### config.mk
export PLATFORM = sky130hd
export DESIGN_NAME = fetch_decode_unit
export DESIGN_NICKNAME = d
export VERILOG_FILES = /design/src/rtl/fde_pkg.sv /design/src/rtl/instr_decoder.sv /design/src/rtl/fetch_decode_unit.sv
export SDC_FILE = /design/constraint.sdc
export NUM_CORES = 1
export LEC_CHECK = 0
export CAP_MARGIN = 25
export CORE_AREA = 2 2 61 121
export CTS_CLUSTER_SIZE = 14
export DETAILED_ROUTE_END_ITERATION = 6
export DIE_AREA = 0 0 63 123
export PLACE_DENSITY = 0.88
export SYNTH_ARGS = -nofsm -noshare
export SYNTH_HDL_FRONTEND = slang
export SYNTH_HIERARCHICAL = 1
export SYNTH_SLANG_ARGS = --single-unit
### constraint.sdc
create_clock -name clk -period 2.2 [get_ports clk]
set_input_delay 0.22 -clock clk [delete_from_list [all_inputs] [get_ports clk]]
set_output_delay 0.22 -clock clk [all_outputs]
set_load 0.05 [all_outputs]
### src/rtl/fde_pkg.sv
// Shared definitions for the fetch/decode unit: FSM state codes, instruction
// field positions and the opcode map.
package fde_pkg;

  typedef enum logic [2:0] {
    ST_IDLE    = 3'd0,
    ST_FETCH   = 3'd1,
    ST_DECODE  = 3'd2,
    ST_EXECUTE = 3'd3,
    ST_HALT    = 3'd4
  } state_t;

  // Instruction word layout: op | immed | flag_en | rd | rs/imm7
  localparam int OP_HI    = 15;
  localparam int OP_LO    = 12;
  localparam int IMM_BIT  = 11;
  localparam int FLAG_BIT = 10;
  localparam int RD_HI    = 9;
  localparam int RD_LO    = 7;
  localparam int RS_HI    = 6;
  localparam int RS_LO    = 4;
  localparam int IMM7_HI  = 6;
  localparam int IMM7_LO  = 0;
  localparam int IMM7_W   = IMM7_HI - IMM7_LO + 1;

  localparam logic [3:0] OP_JMP = 4'h0;
  localparam logic [3:0] OP_BR  = 4'h1;
  localparam logic [3:0] OP_ADD = 4'h2;
  localparam logic [3:0] OP_SUB = 4'h3;
  localparam logic [3:0] OP_AND = 4'h4;
  localparam logic [3:0] OP_OR  = 4'h5;
  localparam logic [3:0] OP_XOR = 4'h6;
  localparam logic [3:0] OP_NOT = 4'h7;
  localparam logic [3:0] OP_SHL = 4'h8;
  localparam logic [3:0] OP_SHR = 4'h9;
  localparam logic [3:0] OP_LD  = 4'hA;
  localparam logic [3:0] OP_ST  = 4'hB;
  localparam logic [3:0] OP_MOV = 4'hC;
  localparam logic [3:0] OP_LDI = 4'hD;
  localparam logic [3:0] OP_NOP = 4'hE;
  localparam logic [3:0] OP_CMP = 4'hF;

endpackage

### src/rtl/instr_decoder.sv
// Purely combinational split of the instruction register into the fields the
// control unit consumes, including the sign-extended 7-bit immediate.
module instr_decoder
  import fde_pkg::*;
(
  input  logic [15:0] ir,
  output logic [3:0]  op,
  output logic        immed,
  output logic        flag_en,
  output logic [2:0]  rd,
  output logic [2:0]  rs,
  output logic [15:0] imm16
);

  assign op      = ir[OP_HI:OP_LO];
  assign immed   = ir[IMM_BIT];
  assign flag_en = ir[FLAG_BIT];
  assign rd      = ir[RD_HI:RD_LO];
  assign rs      = ir[RS_HI:RS_LO];
  assign imm16   = {{(16 - IMM7_W){ir[IMM7_HI]}}, ir[IMM7_HI:IMM7_LO]};

endmodule

### src/rtl/fetch_decode_unit.sv
// Fetch/decode front end: owns PC and IR, fetches over a req/ready handshake,
// holds decoded fields through EXECUTE and applies branch redirects.
module fetch_decode_unit
  import fde_pkg::*;
#(
  parameter int                ADDR_W        = 16,
  parameter int                DATA_W        = 16,
  parameter logic [ADDR_W-1:0] RESET_PC      = '0,
  parameter int                FETCH_TIMEOUT = 15
) (
  input  logic              clk,
  input  logic              reset,
  input  logic              en,
  output logic              imem_req,
  output logic [ADDR_W-1:0] imem_addr,
  input  logic [DATA_W-1:0] imem_rdata,
  input  logic              imem_ready,
  input  logic              exec_done,
  input  logic              pc_sel,
  input  logic [ADDR_W-1:0] branch_target,
  output logic [3:0]        op,
  output logic              immed,
  output logic              flag_en,
  output logic [2:0]        rd,
  output logic [2:0]        rs,
  output logic [15:0]       imm16,
  output logic              instr_valid,
  output logic [ADDR_W-1:0] pc,
  output logic [2:0]        state,
  output logic              fault
);

  localparam int          CNT_W   = 16;
  localparam logic [CNT_W-1:0] TO_LAST = CNT_W'(FETCH_TIMEOUT - 1);

  state_t             state_q, state_d;
  logic [ADDR_W-1:0]  pc_q;
  logic [DATA_W-1:0]  ir_q;
  logic [CNT_W-1:0]   to_cnt_q;
  logic               fault_q;

  logic ld_ir, pc_upd, to_inc, set_fault;

  // NOTE: every signal written here gets a default first, so no path through
  // the case statement can leave one unassigned and infer a latch.
  always_comb begin
    state_d     = state_q;
    imem_req    = 1'b0;
    instr_valid = 1'b0;
    ld_ir       = 1'b0;
    pc_upd      = 1'b0;
    to_inc      = 1'b0;
    set_fault   = 1'b0;
    case (state_q)
      ST_IDLE: begin
        if (en) state_d = ST_FETCH;
      end
      ST_FETCH: begin
        imem_req = 1'b1;
        if (en) begin
          if (imem_ready) begin
            ld_ir   = 1'b1;
            state_d = ST_DECODE;
          end else begin
            to_inc = 1'b1;
            if (FETCH_TIMEOUT > 0 && to_cnt_q == TO_LAST) begin
              set_fault = 1'b1;
              state_d   = ST_HALT;
            end
          end
        end
      end
      ST_DECODE: begin
        instr_valid = 1'b1;
        if (en) state_d = ST_EXECUTE;
      end
      ST_EXECUTE: begin
        instr_valid = 1'b1;
        if (en && exec_done) begin
          pc_upd  = 1'b1;
          state_d = ST_FETCH;
        end
      end
      ST_HALT: ;
      default: state_d = ST_IDLE;
    endcase
  end

  // NOTE: state registers use non-blocking assignments so every flop samples
  // the pre-edge values regardless of statement order.
  always_ff @(posedge clk or posedge reset) begin
    if (reset) begin
      state_q  <= ST_IDLE;
      pc_q     <= RESET_PC;
      ir_q     <= '0;
      to_cnt_q <= '0;
      fault_q  <= 1'b0;
    end else begin
      state_q <= state_d;
      if (ld_ir)     ir_q     <= imem_rdata;
      if (ld_ir)     to_cnt_q <= '0;
      else if (to_inc) to_cnt_q <= to_cnt_q + CNT_W'(1);
      if (set_fault) fault_q  <= 1'b1;
      if (pc_upd)    pc_q     <= pc_sel ? branch_target : pc_q + ADDR_W'(1);
    end
  end

  assign imem_addr = pc_q;
  assign pc        = pc_q;
  assign state     = state_q;
  assign fault     = fault_q;

  instr_decoder u_decoder (
    .ir      (ir_q[15:0]),
    .op      (op),
    .immed   (immed),
    .flag_en (flag_en),
    .rd      (rd),
    .rs      (rs),
    .imm16   (imm16)
  );

endmodule
# --- Word-level counts from Yosys, hierarchy flattened ---
# Cells that the tools add are included.
word_totals:
  ff_bits: 52
  elab_cells: 47
  in_bits: 38
classes:
  n_mux: 24
  reduce_logical: 5
  eq_ne: 10
  add_sub_neg: 2
  bitwise_logic: 1
ops:
  columns: ["cell", "count"]
  rows:
  - ["2-to-1 mux 16 bit", 3]
  - ["adder 16 x 1 -> 16 bit (second input constant)", 2]
  - ["2-to-1 mux 3 bit", 6]
  - ["== test 16 x 4 -> 1 bit (second input constant)", 1]
  - ["one-hot mux 3 bit (5 select lines)", 1]
  - ["2-to-1 mux 1 bit", 14]
  - ["inequality test 2 bit (second input constant)", 4]
  - ["== test 3 x 2 -> 1 bit (second input constant)", 2]
  - ["AND reduction 6 bit", 1]
  - ["== test 3 x 1 -> 1 bit (second input constant)", 1]
  - ["== test 3 bit (second input constant)", 1]
  - ["logical NOT 3 bit", 1]
  - ["inequality test 3 bit (second input constant)", 1]
  - ["nonzero test 2 bit", 1]
  - ["OR reduction 2 bit", 1]
  - ["logical AND 1 bit", 1]
  - ["NOT 1 bit", 1]

# --- Longest topological paths before layout ---
# Gate-level depths: netlist (run 1).
depth:
  word_depth: 5
  mapped_depth: 7

# --- Hierarchy ---
# Netlist (run 1), hierarchy kept.
by_module_without_submodules:
  columns: ["module", "instances", "cells_per_inst", "seq_area_each_um2", "area_each_um2"]
  rows:
  - ["fetch_decode_unit", 1, 329, 1301.2, 2846.5]
  - ["instr_decoder", 1, 28, 0.0, 210.2]

# --- Worst setup path after synthesis (run 1) ---
# Ideal clock, no wire load.
synth_timing:
  path_kind: "register to output"
  from: "reg state_q[0] (netlist: state[0])"
  to: "out imem_req"
  t_arrival_ns: 1.935
  setup_slack_ns: 0.045
  path_stages_with_launch: 2
  required_ns: 1.980
  cell_sequence: "dfrtp_1 -> nor3b_1"
synth_via:
  elab_chain_len: 2
synth_rtl:
  columns: ["item", "line_no", "rtl"]
  rows:
  - ["from (decl)", "fetch_decode_unit.sv:36", "state_t state_q, state_d;"]
  - ["from (signal assigned)", "fetch_decode_unit.sv:99", "state_q <= state_d;"]
  - ["== test 3 x 1 -> 1 bit", "fetch_decode_unit.sv:54", "case (state_q)"]
  - ["2-to-1 mux 1 bit", "fetch_decode_unit.sv:54", null]
  - ["to (decl)", "fetch_decode_unit.sv:14", "output logic imem_req,"]
# Every way passes these cells.

# --- Final worst setup path (run 1) ---
# Ends and elaborated chain as after synthesis.

==> results_dict.tcl, run 1 <==
set metrics [dict create \
    p_sw_share_pct 52.9 \
    grt_pass1_vias 2556 \
    antenna_found_initial 0 \
    finalWeightedCongestion 0.842 \
    die_area_um2 7750 \
    detail-route-antenna-nets 0 \
    fmax_mhz 483 \
    end_kind "primary output" \
    finalClockSkew_ns 0.00223 \
    layout-drive-gt1-share_pct 5.76 \
    setup_viol 0 \
    crit_start "state[0]" \
    r2r-start "state[1]" \
    path_cells "nor3b_1 -> clkdlybuf4s50_1" \
    clock-sinks 52 \
    ys_seq_area_share_pct 42.6 \
    root_buffer "clkbuf_16" \
    routed_wl_um 7320 \
    overflow 0 \
    clkPwrFrac_pct 12.5 \
    reg2reg_depth 4 \
    combPwrFrac_pct 59.8 \
    p_seq_share_pct 27.7 \
    grt_max_degree 53 \
    synth_top_flop_cell "dfrtp_1" \
    avgSynthCellArea_um2 8.56 \
    syn2layout_area_growth_pct 31.9 \
    power.density_nw_per_um2 1490 \
    start_util_pct 44.7 \
    synth_seq_cells 52 \
    most-common-layout-cells "102 x clkdlybuf4s50_1, 67 x nand2_1, 52 x dfrtp_1, 24 x nor2_1, 21 x a21oi_1" \
    dieHeight_um 123 \
    hold_viol_final 0 \
    cap_viol_max_count 0 \
    fp-row-count 43 \
    required_ns 1.98 \
    max_slew.worst_pin.slew_ns 0.534 \
    min_period_ns 2.07 \
    clkLatencyLatePin_ns 0.29 \
    p_leak_nw 1.70 \
    postSynthCellCount 357 \
    drc_errors 0 \
    synth_edf_count 0 \
    ys_async_sr_fraction_pct 100 \
    cts_inserted_buffers 5 \
    drt_iter0_markers 226 \
    numPlacedInstances 500 \
    p_sw_mw 3.18 \
    hold_class "input port to asynchronous set/reset pin" \
    slew_headroom_pct 64.3 \
    portBuffers 103 \
    cts_resized 0 \
    htreeDepth 2 \
    cts_tree "yes" \
    dpl.hpwl_um 5270 \
    final_util_pct 59.0 \
    postCtsSetupRepairBufs 0 \
    firstDrtPassIters 4 \
    peakVddDrop_v 0.000959 \
    via_per_inst 5.44 \
    fin_ws_ns 0.128 \
    critPathKind "register to primary output" \
    synth_cell_types 45 \
    rsz0062_at_grt "no" \
    dp_slack_ns 0.106 \
    fin_cells 507 \
    vias 2760 \
    finalMaxSlewViolations 0 \
    crit_fanout 9 \
    clockBufferDepth 2 \
    core_um2 6830 \
    postCtsHoldBufs 0 \
    critPathArrivalTime_ns 1.85 \
    finalCritPeriodShare_pct 94.2 \
    p_int_mw 2.83 \
    ys_warn_count 6 \
    final_nets 458 \
    layout_commonest_cell "clkdlybuf4s50_1" \
    syn_area_um2 3060 \
    synth_fp_nets 398 \
    cp-start-kind "register" \
    post_drt_wl_per_cell_um 14.4 \
    clk_pin_slew_ns 0.07 \
    diodes 0 \
    critical-path-slowest-cell "clkdlybuf4s50_1" \
    fin_setup_tns_ns 0 \
    io_pins 104 \
    die_w_um 63 \
    grt_pass1_wl_um 12400 \
    cpPeakStageDelay_ns 0.83 \
    grt.total_usage_pct 19.6 \
    status "finished clean" \
]
-- path summary, 6_finish.rpt --
path | endpoint | slack (ns)
worst max register to register | to_cnt_q[15] | 0.27
worst min register to register | fault | 0.45
min in group clk | ir_q[4] | 0.45
worst min-delay path | imem_addr[1] | 0.28
worst max-delay path | imem_req | 0.13
max in group asynchronous | imem_addr[12] | 1.67
-- worst max-delay path: cells and delay by family, from the launching register on --
kind / cells / cell delay [ns]
buffers and inverters: 1 / 0.83
DFF: 1 / 0.50
and+or+nand+nor: 1 / 0.22
-- cell usage after synthesis (all sizes together) (2+ instances only) --
cell type  number  area (um^2)
nand2          67          251
dfrtp          52         1300
buf            48          347
nor2           24         90.1
a21oi          21          105
o21ai          17         85.1
nand3          15         80.1
clkbuf         13         48.8
nand4          11         68.8
nor4           10         62.6
inv             6         22.5
mux2i           6         60.1
nand2b          6         37.5
nor3            5         25.0
or4             5         41.3
xnor2           5         43.8
nor3b           4         30.0
o31ai           4         30.0
a21o            3         22.5
a311oi          3         26.3
and4            3         26.3
ha              3         37.5
o2bb2ai         3         26.3
or3             3         23.8
a41o            2         20.0
nor2b           2         12.5
or2             2         12.5
xor2            2         17.5
-- kinds of logic (layout without fill, tap and decap cells) --
family          Yosys count  count (layout)  synth area share [%]
mux                       6               6                  1.96
flops                    52              52                  42.6
fa+ha+maj                 3               3                  1.23
compound gates           62              62                  12.7
simple gates            160             160                  25.8
buf+inv                  67             127                  13.7
xor+xnor                  7               7                  2.01
-- per-layer routing --
layer,vias to the layer above,wire (um),global-route usage [%]
met5,-,0,0
met4,0,125,7.64
met3,11,657,6.01
met2,133,3440,30.9
met1,1287,3100,25.3
li1,1329,-,-
-- through the flow --
step / area, um^2 / hold WS [ns] / total power, mW
2_1_floorplan: 3060 / 0.325 / 4.51
5_1_grt: 4030 / 0.332 / 6.31
4_1_cts: 4030 / 0.298 / 6.04
6_report: 4030 / 0.279 / 6.01
3_5_place_dp: 3900 / 0.446 / 5.28
3_3_place_gp: 3900 / 0.440 / 5.22
-- power by group through the flow --
stage,clock network (mW),logic [mW],registers [mW]
2_1_floorplan,0,2.49,2.02
3_3_place_gp,0,3.57,1.66
3_5_place_dp,0,3.61,1.67
4_1_cts,0.764,3.62,1.66
5_1_grt,0.804,3.78,1.73
6_report,0.753,3.60,1.66
-- area by class of cell --
cell class	instances	area (um^2)
Clock buffer	6	129
Clock inverter	1	5.00
Fill cell	594	2800
Inverter	6	22.5
Multi-Input combinational cell	238	1340
Sequential cell	52	1300
Tap cell	90	113
Timing Repair Buffer	114	1120
-- flip-flops by register name (all words and copies together), names as in the netlist --
| register | flops |
|---|---|
| state | 3 |
| fault | 1 |
| to_cnt_q | 16 |
| imem_addr | 16 |
| ir_q | 16 |
(Power assumes the default switching activity.)
==> run 2, diff against run 1 <==
Settings changed: REMOVE_ABC_BUFFERS from default to 1.
==> run 2 against run 1 <==
Compared with the run above: clock skew rose by 0.0030 ns; global-route usage fell by 0.070 points; combinational power rose by 1%; critical path type unchanged; highest routed layer unchanged; first-iteration DRC count rose by 11%; wire length fell by 1.2%; critical path depth rose by 1; non-clock buffer count rose by 3; fmax fell by 0.20%.
==> results_dict.tcl, run 2 (synthesis gave the netlist of run 1 again) <==
set metrics [dict create \
    status "finished clean" \
    hold_class "input port to asynchronous set/reset pin" \
    finalWeightedCongestion 0.865 \
    post_drt_wl_per_cell_um 14.2 \
    root_buffer "clkbuf_16" \
    drc_errors 0 \
    start_util_pct 44.7 \
    p_sw_share_pct 52.2 \
    required_ns 1.98 \
    layout-drive-gt1-share_pct 6.18 \
    r2r_setup_slack_ns 0.28 \
    grt_max_degree 53 \
    clock-sinks 52 \
    cts_inserted_buffers 5 \
    overflow 0 \
    cts_tree "yes" \
    cp-start-kind "register" \
    clk_pin_slew_ns 0.06 \
    die_w_um 63 \
    via_per_inst 5.31 \
    combPwrFrac_pct 60.1 \
    hold_ws_ns 0.293 \
    peakVddDrop_v 0.00123 \
    grt.total_usage_pct 19.6 \
    clockBufferDepth 2 \
    finalCritPeriodShare_pct 94.4 \
    firstDrtPassIters 4 \
    drt_iter0_markers 251 \
    r2r-start "state[0]" \
    dp_slack_ns 0.0749 \
    crit_fanout 7 \
    p_sw_mw 3.17 \
    postCtsSetupRepairBufs 0 \
    finalClockSkew_ns 0.00518 \
    max_slew.worst_pin.slew_ns 0.519 \
    p_seq_share_pct 27.2 \
    worstSetupEndpoint "imem_req" \
    dpl.hpwl_um 5300 \
    diodes 0 \
    routed_wl_um 7230 \
    layout_commonest_cell "clkdlybuf4s50_1" \
    crit_start "state[2]" \
    htreeDepth 2 \
    die_area_um2 7750 \
    fp-row-count 43 \
    r2r_end "to_cnt_q[15]" \
    slew_headroom_pct 65.3 \
    grt_pass1_wl_um 12300 \
    power.density_nw_per_um2 1490 \
    cap_viol_max_count 0 \
    fin_ws_ns 0.124 \
    critPathArrivalTime_ns 1.86 \
    clkLatencyLatePin_ns 0.28 \
    most-common-layout-cells "102 x clkdlybuf4s50_1, 67 x nand2_1, 52 x dfrtp_1, 24 x nor2_1, 21 x a21oi_1" \
    final_area_um2 4070 \
    core_um2 6830 \
    fmax_mhz 482 \
    critPathKind "register to primary output" \
    reg2reg_depth 4 \
    placed_cell_area_um2 3920 \
    hold_viol_final 0 \
    setup_viol 0 \
    fin_setup_tns_ns 0 \
    p_leak_nw 1.73 \
    p_int_mw 2.90 \
    min_period_ns 2.08 \
    antenna_found_initial 0 \
    final_nets 461 \
    portBuffers 103 \
    syn2layout_area_growth_pct 33.2 \
    rsz0062_at_grt "no" \
    end_kind "primary output" \
    vias 2713 \
    grt_pass1_vias 2626 \
    clkPwrFrac_pct 12.7 \
    n_fill_cell 604 \
    dieHeight_um 123 \
    finalMaxSlewViolations 0 \
    io_pins 104 \
    detail-route-antenna-nets 0 \
]
==> run 2: cell types whose count changed in the layout (fill, tap and decap cells not counted), sizes merged <==
cell,change
clkinv,-1
dlymetal6s2s,+1
clkbuf,+2
buf,+2
==> run 2: final cells by class <==
cell class / instances / area (um^2) / area share (%)
multi-input cells: 238 / 1340 / 32.9
well taps: 90 / 113 / 2.77
inverters: 6 / 22.5 / 0.553
clock buffers: 8 / 146 / 3.60
flip-flops and latches: 52 / 1300 / 32.0
repair buffers: 117 / 1150 / 28.3
==> run 2: worst min-delay path by stage <==
stage             endpoint        from  cells past startpoint  slack [ns]
2_1_floorplan  to_cnt_q[1]  imem_ready                      1        0.32
3_3_place_gp         fault       fault                      1        0.45
3_5_place_dp       ir_q[7]     ir_q[7]                      2        0.46
4_1_cts        to_cnt_q[3]       reset                      3        0.31
5_1_grt            ir_q[8]       reset                      3        0.33
6_report           ir_q[8]       reset                      3        0.29
==> run 2: repair_timing <==
action / in CTS / in global routing
resized for setup: 0 / 1
hold buffers: 0 / 0
setup endpoints to repair: 0 / 1
==> run 2: power groups by stage <==
stage | logic, mW | clock network, mW | registers, mW
after floorplan | 0.572 | 0 | 3.21
final | 3.65 | 0.770 | 1.65
after global routing | 3.80 | 0.834 | 1.72
after CTS | 3.67 | 0.787 | 1.65
after global placement | 3.61 | 0 | 1.64
after detailed placement | 3.66 | 0 | 1.66
==> run 2: routing by layer <==
| metal | track usage [%] | part of all wire, % | routed length, um |
|---|---|---|---|
| met1 | 24.5 | 41 | 2970 |
| met3 | 4.91 | 8.0 | 576 |
| met2 | 32.8 | 50 | 3600 |
| met5 | 0 | 0 | 0 |
| met4 | 6.67 | 1.1 | 79 |
==> run 2: stage by stage <==
| step | total power, mW | util (%) | instances |
|---|---|---|---|
| 6_report | 6.07 | 59.6 | 511 |
| 5_1_grt | 6.36 | 59.6 | 511 |
| 4_1_cts | 6.11 | 59.5 | 511 |
| 3_5_place_dp | 5.32 | 57.4 | 503 |
| 3_3_place_gp | 5.25 | 57.4 | 503 |
| 2_1_floorplan | 3.78 | - | 296 |
==> run 2: critical path, cell delays in order, from the launching register on <==
cell and delay [ns]:
dfrtp_1 0.39, buf_4 0.16, nor3b_1 0.18, clkdlybuf4s50_1 0.84
